<file path="src/rtl/fme7_reg_writer.sv">
// -----------------------------------------------------------------------------
// fme7_reg_writer
//
// Bus-initiator sequencer for a Sunsoft FME-7 style mapper register file.
// One {reg, data} request is turned into two ordered, ce-qualified PRG bus
// writes:
//   1. a command write to CMD_ADDR carrying {4'b0, reg}, which selects the index
//   2. a parameter write to DATA_ADDR carrying data, which loads that register
// An optional idle gap of GAP_CYCLES ce-cycles may follow each write.
//
// Ports:
//   clk        system clock
//   reset_n    asynchronous active-low reset
//   ce         CPU-cycle enable; bus writes complete on a clk edge with ce=1
//   req_valid  request present
//   req_ready  request accepted when req_valid & req_ready
//   req_reg    target register index (0..15)
//   req_data   value to write
//   bus_ain    address to PRG bus
//   bus_dout   write data to PRG bus
//   bus_write  write strobe to PRG bus
//   busy       sequence in progress
//   done       one-clk pulse when the parameter write completes
//
// Optional feature (macro FME7_CMD_SKIP_EN):
//   Keeps a shadow of the last completed command index. A request whose index
//   matches a valid shadow skips the command write and goes straight to the
//   parameter write. Without the macro every request issues a command write.
//
// CMD_ADDR[15:13] must be 3'b100 and DATA_ADDR[15:13] must be 3'b101 for the
// mapper to decode the writes. GAP_CYCLES must be in 0..15.
// -----------------------------------------------------------------------------
module fme7_reg_writer #(
    parameter logic [15:0] CMD_ADDR   = 16'h8000,
    parameter logic [15:0] DATA_ADDR  = 16'hA000,
    parameter int          GAP_CYCLES = 0
) (
    input  logic        clk,
    input  logic        reset_n,
    input  logic        ce,
    input  logic        req_valid,
    output logic        req_ready,
    input  logic [3:0]  req_reg,
    input  logic [7:0]  req_data,
    output logic [15:0] bus_ain,
    output logic [7:0]  bus_dout,
    output logic        bus_write,
    output logic        busy,
    output logic        done
);

    typedef enum logic [2:0] {
        IDLE     = 3'd0,
        CMD      = 3'd1,
        CMD_GAP  = 3'd2,
        DATA     = 3'd3,
        DATA_GAP = 3'd4
    } state_t;

    localparam logic [3:0] GAP_LD = 4'(GAP_CYCLES);

    state_t      state_q,     state_d;
    logic        req_ready_q, req_ready_d;
    logic        busy_q,      busy_d;
    logic        done_q,      done_d;
    logic        bus_write_q, bus_write_d;
    logic [15:0] bus_ain_q,   bus_ain_d;
    logic [7:0]  bus_dout_q,  bus_dout_d;
    logic [3:0]  reg_q,       reg_d;
    logic [7:0]  data_q,      data_d;
    logic [3:0]  gap_q,       gap_d;
`ifdef FME7_CMD_SKIP_EN
    logic [3:0]  shadow_q,     shadow_d;
    logic        shadow_vld_q, shadow_vld_d;
`endif

    always_comb begin
        state_d     = state_q;
        req_ready_d = req_ready_q;
        busy_d      = busy_q;
        done_d      = 1'b0;
        bus_write_d = bus_write_q;
        bus_ain_d   = bus_ain_q;
        bus_dout_d  = bus_dout_q;
        reg_d       = reg_q;
        data_d      = data_q;
        gap_d       = gap_q;
`ifdef FME7_CMD_SKIP_EN
        shadow_d     = shadow_q;
        shadow_vld_d = shadow_vld_q;
`endif

        case (state_q)
            IDLE: begin
                if (!busy_q) begin
                    // Waiting: capture the request so req_* may change afterwards.
                    if (req_valid && req_ready_q) begin
                        reg_d       = req_reg;
                        data_d      = req_data;
                        req_ready_d = 1'b0;
                        busy_d      = 1'b1;
                    end
                end else if (ce) begin
                    // Request latched on the previous edge: launch the first write.
`ifdef FME7_CMD_SKIP_EN
                    if (shadow_vld_q && (shadow_q == reg_q)) begin
                        state_d     = DATA;
                        bus_write_d = 1'b1;
                        bus_ain_d   = DATA_ADDR;
                        bus_dout_d  = data_q;
                    end else begin
                        state_d     = CMD;
                        bus_write_d = 1'b1;
                        bus_ain_d   = CMD_ADDR;
                        bus_dout_d  = {4'b0000, reg_q};
                    end
`else
                    state_d     = CMD;
                    bus_write_d = 1'b1;
                    bus_ain_d   = CMD_ADDR;
                    bus_dout_d  = {4'b0000, reg_q};
`endif
                end
            end

            CMD: begin
                if (ce) begin
`ifdef FME7_CMD_SKIP_EN
                    shadow_d     = reg_q;
                    shadow_vld_d = 1'b1;
`endif
                    if (GAP_CYCLES > 0) begin
                        // Address and data hold through the gap; only the strobe drops.
                        state_d     = CMD_GAP;
                        bus_write_d = 1'b0;
                        gap_d       = GAP_LD;
                    end else begin
                        state_d     = DATA;
                        bus_write_d = 1'b1;
                        bus_ain_d   = DATA_ADDR;
                        bus_dout_d  = data_q;
                    end
                end
            end

            CMD_GAP: begin
                if (ce) begin
                    if (gap_q <= 4'd1) begin
                        state_d     = DATA;
                        bus_write_d = 1'b1;
                        bus_ain_d   = DATA_ADDR;
                        bus_dout_d  = data_q;
                        gap_d       = 4'd0;
                    end else begin
                        gap_d = gap_q - 4'd1;
                    end
                end
            end

            DATA: begin
                if (ce) begin
                    done_d      = 1'b1;
                    bus_write_d = 1'b0;
                    if (GAP_CYCLES > 0) begin
                        state_d = DATA_GAP;
                        gap_d   = GAP_LD;
                    end else begin
                        state_d     = IDLE;
                        req_ready_d = 1'b1;
                        busy_d      = 1'b0;
                    end
                end
            end

            DATA_GAP: begin
                if (ce) begin
                    if (gap_q <= 4'd1) begin
                        state_d     = IDLE;
                        req_ready_d = 1'b1;
                        busy_d      = 1'b0;
                        gap_d       = 4'd0;
                    end else begin
                        gap_d = gap_q - 4'd1;
                    end
                end
            end

            default: begin
                state_d     = IDLE;
                req_ready_d = 1'b1;
                busy_d      = 1'b0;
                bus_write_d = 1'b0;
            end
        endcase
    end

    always_ff @(posedge clk or negedge reset_n) begin
        if (!reset_n) begin
            state_q     <= IDLE;
            req_ready_q <= 1'b1;
            busy_q      <= 1'b0;
            done_q      <= 1'b0;
            bus_write_q <= 1'b0;
            bus_ain_q   <= 16'h0000;
            bus_dout_q  <= 8'h00;
            reg_q       <= 4'h0;
            data_q      <= 8'h00;
            gap_q       <= 4'h0;
`ifdef FME7_CMD_SKIP_EN
            shadow_q     <= 4'h0;
            shadow_vld_q <= 1'b0;
`endif
        end else begin
            state_q     <= state_d;
            req_ready_q <= req_ready_d;
            busy_q      <= busy_d;
            done_q      <= done_d;
            bus_write_q <= bus_write_d;
            bus_ain_q   <= bus_ain_d;
            bus_dout_q  <= bus_dout_d;
            reg_q       <= reg_d;
            data_q      <= data_d;
            gap_q       <= gap_d;
`ifdef FME7_CMD_SKIP_EN
            shadow_q     <= shadow_d;
            shadow_vld_q <= shadow_vld_d;
`endif
        end
    end

    assign req_ready = req_ready_q;
    assign busy      = busy_q;
    assign done      = done_q;
    assign bus_write = bus_write_q;
    assign bus_ain   = bus_ain_q;
    assign bus_dout  = bus_dout_q;

endmodule

</file>
<file path="config.mk">
export PLATFORM = sky130hd
export DESIGN_NAME = fme7_reg_writer
export DESIGN_NICKNAME = d
export VERILOG_FILES = /design/src/rtl/fme7_reg_writer.sv
export SDC_FILE = /design/constraint.sdc
export NUM_CORES = 1
export LEC_CHECK = 0
export BUFFER_PORTS_ARGS = -buffer_cell sky130_fd_sc_hd__buf_2
export CAP_MARGIN = 40
export CORE_MARGIN = 2
export CORE_UTILIZATION = 48
export CTS_CLUSTER_SIZE = 8
export DETAILED_ROUTE_END_ITERATION = 8
export GPL_ROUTABILITY_DRIVEN = 0
export PLACE_DENSITY_LB_ADDON = 0.05
export SLEW_MARGIN = 0
export SYNTH_ARGS = -nofsm -noshare
export SYNTH_HDL_FRONTEND = slang
export SYNTH_SLANG_ARGS = --single-unit
</file>
<file path="constraint.sdc">
create_clock -name clk -period 2.5 [get_ports clk]
set_clock_uncertainty 0.15 [all_clocks]
set_input_delay 0.5 -clock clk [delete_from_list [all_inputs] [get_ports clk]]
set_output_delay 0.5 -clock clk [all_outputs]
set_load 0.1 [all_outputs]
</file>
======== After elaboration in Yosys (flattened, before gate mapping) ========
Cells that the tools add are included.
W data, S select, Z words.
operators by class
  $add $sub $neg .......................... 1
  $lt $le $gt $ge ......................... 1
  eq/ne operators ......................... 14
  mux-type cells .......................... 39
  bitwise gates (word level) .............. 3
  reductions and logical operators ........ 12
operator list
  cell                   number
  $mux W16               5
  $pmux W16 S3           1
  $mux W8                5
  $mux W3                8
  $pmux W8 S3            1
  $ne A2 B2 Y1 const B   10
  $pmux W3 S5            1
  $mux W1                14
  $reduce_and A6 Y1      2
  $pmux W1 S4            2
  $reduce_and A8 Y1      1
  $eq A3 B2 Y1 const B   2
  $pmux W1 S5            1
  $reduce_and A5 Y1      1
  $le A4 B1 Y1 const B   1
  $mux W4                1
  $reduce_and A4 Y1      1
  $reduce_or A2 Y1       2
  $sub A4 B1 Y4 const B  1
  $eq A3 B1 Y1 const B   1
  $eq A3 B3 Y1 const B   1
  $logic_not A3 Y1       1
  $not A1 Y1             3
  $reduce_and A3 Y1      1
  3 further kinds        3
storage, ports and cells
  bits in registers ....................... 47
  output and inout port bits .............. 28
  logic and storage cells ................. 80

======== Logic depth before layout (Yosys ltp) ========
Gate-level depths: netlist (run 1).
  depth in word-level cells ............... 4
  depth in mapped cells ................... 6
  mapped depth without buffers ............ 6

======== Worst setup path after synthesis (run 1) ========
Ideal clock, no wire load.
  path type ............................... register to register
  start ................................... register busy_q, in the netlist busy
  end ..................................... register bus_ain_q[13], in the netlist bus_ain[13]
  arrival ................................. 2054 ps
  required time ........................... 2225 ps
  slack ................................... 170 ps
  stages on the path, launching flop included .. 5
  buffers on the path ..................... 0
  clock period less this slack ............ 2330 ps
  cells stage by stage .................... dfrtp_1 nand2b_1 a21oi_1 a211oi_4 mux2_2
on the way
  cells in the longest elaborated chain, start to end .. 2
RTL lines
  what                         line  RTL
  from (decl)                  64    logic busy_q, busy_d;
  from (signal assigned)       216   busy_q <= busy_d;
  $ne A2 B2 Y1 (no line)       -
  $reduce_and A6 Y1 (no line)  -
  to (signal assigned)         219   bus_ain_q <= bus_ain_d;
  to (decl)                    67    logic [15:0] bus_ain_q, bus_ain_d;
Every way passes these cells.
A chain may end at the register's enable or synchronous reset.

======== Worst setup path after layout (run 1) ========
  start ................................... register gap_q[0]
  end ..................................... register bus_dout_q[0], in the netlist bus_dout[0]
on the way
  cells in the longest elaborated chain, start to end .. 3
RTL lines
  what                         line  RTL
  from (decl)                  71    logic [3:0] gap_q, gap_d;
  from (signal assigned)       223   gap_q <= gap_d;
  $le A4 B1 Y1                 148   if (gap_q <= 4'd1) begin
  $ne A2 B2 Y1 (no line)       -
  $reduce_and A6 Y1 (no line)  -
  to (signal assigned)         220   bus_dout_q <= bus_dout_d;
  to (decl)                    68    logic [7:0] bus_dout_q, bus_dout_d;
Every way passes these cells.

==> flow_metrics.env, run 1 <==
export IMPL_clockBufferDepth=2
export IMPL_crit_path_start="gap_q[0]"
export IMPL_clkSlewWorstSetupHoldPaths_ns=0.10
export IMPL_cts_max_level=2
export IMPL_maxUsedRoutingLayer="met4"
export IMPL_dieHeight_um=61.38
export IMPL_nets=189
export IMPL_cts_root_buf="clkbuf_4"
export IMPL_crit_arrival_ns=2.30
export IMPL_r2r_slack_ns=0.28
export IMPL_cp_start_kind="register"
export IMPL_first_global_vias=1035
export IMPL_num_rows=20
export IMPL_grt_pass1_wl_um=4657
export IMPL_crit_end="bus_dout[0]"
export IMPL_post_cts_buffers=0
export IMPL_cts_hold_buf=0
export IMPL_status="completed"
export IMPL_postSynthCellCount=131
export IMPL_via_count=1026
export IMPL_initial_core_util=0.5093
export IMPL_setup_slack_ns=0.2794
export IMPL_slew_headroom=0.5368
export IMPL_ys_warn_count=0
export IMPL_fmax_mhz=450.3
export IMPL_dp_slack_ns=0.2063
export IMPL_core_um2=3103
export IMPL_cap_violations=0
export IMPL_finalSetupViolCount=0
export IMPL_placed_area_um2=1732
export IMPL_area_growth_pct=13.54
export IMPL_fin_tns_setup_ns=0
export IMPL_synth_seq_cells=32
export IMPL_dr_wl_met3_um=185
export IMPL_rsz0062_at_grt="false"
export IMPL_final_area_um2=1794
export IMPL_period_minus_slack_ns=2.221
export IMPL_synth_compound_area_share=0.06730
export IMPL_cts_tree="yes"
export IMPL_crit_path_max_fanout=6
export IMPL_synth_area_um2=1580
export IMPL_synthAdderAreaFrac=0.05542
export IMPL_routed_wl_um=2703
export IMPL_dp_cells=203
export IMPL_synth_avg_cell_area_um2=12.06
export IMPL_synth_xor_area_share=0
export IMPL_finalCritPeriodShare=0.8883
export IMPL_drt_met1_wl_um=1193
export IMPL_antennaDiodeCount=0
export IMPL_synth_top_family_by_area="multiplexers"
export IMPL_reg2reg_depth=6
export IMPL_post_cts_resize_count=0
export IMPL_holdCritPathClass="primary input to asynchronous set/reset pin"
export IMPL_grt_util_all_layers=0.1765
export IMPL_ant_nets=0
export IMPL_portBuffers=29
export IMPL_r2r_start="gap_q[0]"
export IMPL_finalHoldViolCount=0
export IMPL_grt_max_degree=33
export IMPL_synth_edf_count=0
export IMPL_ys_flop_type="dfrtp_1"
export IMPL_cts_made_buffers=5
export IMPL_fill_cells=290
export IMPL_endpoint_kind="register"
export IMPL_slew_violations=0
export IMPL_r2r_end="bus_dout[0]"
export IMPL_clock_latency_ns=0.34
export IMPL_dieArea_um2=3767
export IMPL_drive_above_1_share=0.3952
export IMPL_async_reset_ff_frac=1.000
export IMPL_drtIter0Drc=24
export IMPL_numClockSinks=32
export IMPL_ioPinCount=44
export IMPL_overflow=0
export IMPL_synth_cell_type_count=30
export IMPL_ys_seq_area_frac=0.5075
export IMPL_tightestPinTransition_ns=0.6948
export IMPL_muxShareOfSynthArea=0.1884
export IMPL_worstSetupPathType="register to register"
export IMPL_wire_per_inst_um=12.81
export IMPL_drc=0
export IMPL_wl_met2_um=1303
export IMPL_viasPerCell=4.863
export IMPL_hpwl_um=1922
export IMPL_worstPathRequired_ns=2.58
export IMPL_drt_pass1_iterations=4
export IMPL_dieWidth_um=61.38
export IMPL_yosys_area_share_simple=0.08630
export IMPL_finalNonFillerCells=211
export IMPL_antenna_found_initial=0
-- through the flow --
step | hold WS [ns] | util
after floorplan | 0.05441 | -
final | 0.04324 | 0.5782
after global placement | 0.3053 | 0.5581
after CTS | 0.06167 | 0.5782
after global routing | 0.07474 | 0.5782
after detailed placement | 0.3055 | 0.5581
-- cell usage in the layout, fill, tap and decap left out, drive strengths merged, types with 4 or more instances in the layout --
master and instances:
buf 31, clkbuf 7, conb 14, dfrtp 31, ha 7, inv 9, mux2 22, mux2i 5
nand2 8, nor2 5, nor3 4
-- cell families (layout without fill, tap and decap cells) --
kind of cell / after synthesis / in the layout
adders and majority gates: 7 / 7
AOI/OAI and AO/OA: 13 / 13
and+or+nand+nor: 26 / 26
other: 1 / 14
DFF: 32 / 32
muxes: 27 / 27
buffers and inverters: 25 / 48
-- synthesized netlist by cell type, drive strengths merged (4+ instances only) --
cell   number  area [um^2]
nand2       8        30.03
inv         9        33.78
mux2i       5        50.05
mux2       22        247.7
dfrtp      31        775.7
nor3        4        20.02
nor2        5        18.77
buf        14        105.1
ha          7        87.58
-- area by class of cell --
type / instances / area, um^2 / area share
multi-input combinational: 87 / 680.7 / 0.3794
tap: 44 / 55.05 / 0.03068
clock inverter: 1 / 7.507 / 0.004184
sequential: 32 / 802.0 / 0.4470
inverter: 9 / 33.78 / 0.01883
timing repair buffer: 31 / 160.2 / 0.08926
clock buffer: 7 / 55.05 / 0.03068
-- how the worst min path moves through the flow --
stage | depth (start not counted) | endpoint | slack, ns | from
4_1_cts | 1 | bus_ain[13] | 0.06 | reset_n
6_report | 1 | data_q[1] | 0.04 | reset_n
5_1_grt | 1 | data_q[2] | 0.07 | reset_n
3_3_place_gp | 1 | bus_ain[15] | 0.31 | bus_ain[15]
2_1_floorplan | 0 | bus_ain[13] | 0.05 | reset_n
3_5_place_dp | 1 | bus_ain[15] | 0.31 | bus_ain[15]
-- state kept, by name, indices dropped and copies added, names as in the netlist --
register / cells
gap_q: 4
bus_dout: 8
done: 1
busy: 1
state_q: 2
bus_ain: 2
reg_q: 4
req_ready: 1
bus_write: 1
data_q: 8
-- worst max-delay path, cell delays in order, from the launching register on --
cell	delay, ns
dfrtp_1	0.43
inv_1	0.07
ha_1	0.16
nor2_1	0.08
or4_4	0.44
a211oi_4	0.40
mux2_2	0.38
-- layer usage --
metal / GRT usage / up-vias
met5: 0 / -
met4: 0.08207 / 0
met3: 0.08613 / 2
met2: 0.2857 / 41
met1: 0.1962 / 491
li1: - / 492
Power of run 1 is left out: the tool's default activity adds up to more than one toggle a clock period on the data nets, which glitch-free logic cannot reach.
==> inputs of run 2 (changes only) <==
- CELL_PAD_IN_SITES_DETAIL_PLACEMENT: default -> 1
- CELL_PAD_IN_SITES_GLOBAL_PLACEMENT: default -> 1
- CORE_UTILIZATION: 48 -> 40
==> run 2 against run 1 <==
Wire length rose by 14%. Die area increased by 19%. Non-clock buffer count unchanged. Final cell count increased by 1.9%. Critical path depth increased by 1. Sequential cell count did not move. Global-route usage down 0.86 points.
==> flow_metrics.env, run 2 (synthesis gave the netlist of run 1 again) <==
export IMPL_status="completed"
export IMPL_tightestPinTransition_ns=0.7025
export IMPL_finalCritPeriodShare=0.8949
export IMPL_ant_nets=0
export IMPL_rsz0062_at_grt="false"
export IMPL_wire_per_inst_um=14.38
export IMPL_dieWidth_um=66.86
export IMPL_hpwl_um=2274
export IMPL_reg2reg_depth=7
export IMPL_dieArea_um2=4470
export IMPL_worstSetupPathType="register to register"
export IMPL_viasPerCell=4.912
export IMPL_antenna_found_initial=0
export IMPL_cts_max_level=2
export IMPL_drc=0
export IMPL_fin_tns_setup_ns=0
export IMPL_overflow=0
export IMPL_nets=189
export IMPL_clock_latency_ns=0.29
export IMPL_area_growth_pct=16.94
export IMPL_initial_core_util=0.4253
export IMPL_r2r_start="gap_q[0]"
export IMPL_dieHeight_um=66.86
export IMPL_clockBufferDepth=2
export IMPL_grt_pass1_wl_um=5368
export IMPL_fmax_mhz=447.0
export IMPL_crit_path_max_fanout=6
export IMPL_layout_cells_most_common="dfrtp_1"
export IMPL_clkSlewWorstSetupHoldPaths_ns=0.08
export IMPL_post_cts_resize_count=0
export IMPL_post_cts_buffers=0
export IMPL_slew_headroom=0.5317
export IMPL_grt_util_all_layers=0.1679
export IMPL_numClockSinks=32
export IMPL_routed_wl_um=3091
export IMPL_portBuffers=29
export IMPL_grt_max_degree=33
export IMPL_ioPinCount=44
export IMPL_cts_made_buffers=5
export IMPL_worstPathRequired_ns=2.56
export IMPL_drtIter0Drc=36
export IMPL_finalHoldViolCount=0
export IMPL_drt_pass1_iterations=2
export IMPL_core_um2=3716
export IMPL_cts_tree="yes"
export IMPL_via_count=1056
export IMPL_num_rows=22
export IMPL_r2r_slack_ns=0.26
export IMPL_utilization=0.4973
export IMPL_holdCritPathClass="primary input to asynchronous set/reset pin"
export IMPL_cts_root_buf="clkbuf_8"
export IMPL_finalSetupViolCount=0
export IMPL_cp_start_kind="register"
export IMPL_cts_hold_buf=0
export IMPL_period_minus_slack_ns=2.237
export IMPL_drive_above_1_share=0.4012
export IMPL_endpoint_kind="register"
export IMPL_first_global_vias=1142
export IMPL_slew_violations=0
export IMPL_layout_common_cells="dfrtp_1 (31), buf_2 (29), mux2_2 (22)"
export IMPL_antennaDiodeCount=0
export IMPL_r2r_end="bus_dout[6]"
export IMPL_crit_arrival_ns=2.30
export IMPL_cap_violations=0
-- run 2: cell types whose count changed in the layout (fill, tap and decap cells not counted), sizes merged --
cell | previous run | this run
clkbuf | 7 | 5
bufinv | 0 | 1
clkinv | 0 | 1
-- run 2: routing by layer --
layer	vias up	track usage	wire length (um)
met5	-	0	0
met1	532	0.1849	1230
li1	491	-	-
met3	4	0.05236	159
met2	29	0.2938	1662
met4	0	0.07653	38
-- run 2: metrics by stage --
| step | hold WS, ns | cell area (um^2) | setup slack, ns | instances |
|---|---|---|---|---|
| after global placement | 0.3127 | 1737 | 0.2403 | 207 |
| after global routing | 0.1607 | 1848 | 0.1022 | 215 |
| after floorplan | 0.05441 | 1629 | 0.1704 | 144 |
| final | 0.1092 | 1848 | 0.2627 | 215 |
| after CTS | 0.1215 | 1848 | 0.2265 | 215 |
| after detailed placement | 0.3130 | 1737 | 0.1699 | 207 |
-- run 2: critical path, stage by stage (launching register included) --
cell	delay [ns]
dfrtp_1	0.43
inv_1	0.08
ha_1	0.17
nor2_1	0.08
or4_4	0.43
a211oi_4	0.40
buf_4	0.22
mux2i_1	0.20
-- run 2: how the worst max path moves through the flow --
stage                       end  cells past startpoint     start
floorplan           bus_ain[13]                      4      busy
global placement    bus_dout[3]                      5        ce
detailed placement  bus_dout[6]                      6        ce
CTS                 bus_dout[6]                      7  gap_q[1]
global route        bus_dout[6]                      7  gap_q[0]
finish              bus_dout[6]                      7  gap_q[0]
-- run 2: layout make-up --
| type | instances | area (um^2) |
|---|---|---|
| timing repair buffer | 31 | 160.2 |
| fill | 428 | 1868 |
| inverter | 9 | 33.78 |
| sequential | 32 | 802.0 |
| tap | 48 | 60.06 |
| multi-input combinational | 87 | 680.7 |
| clock buffer | 5 | 68.82 |
| clock inverter | 3 | 42.54 |
Power of run 2 is left out for the same reason.
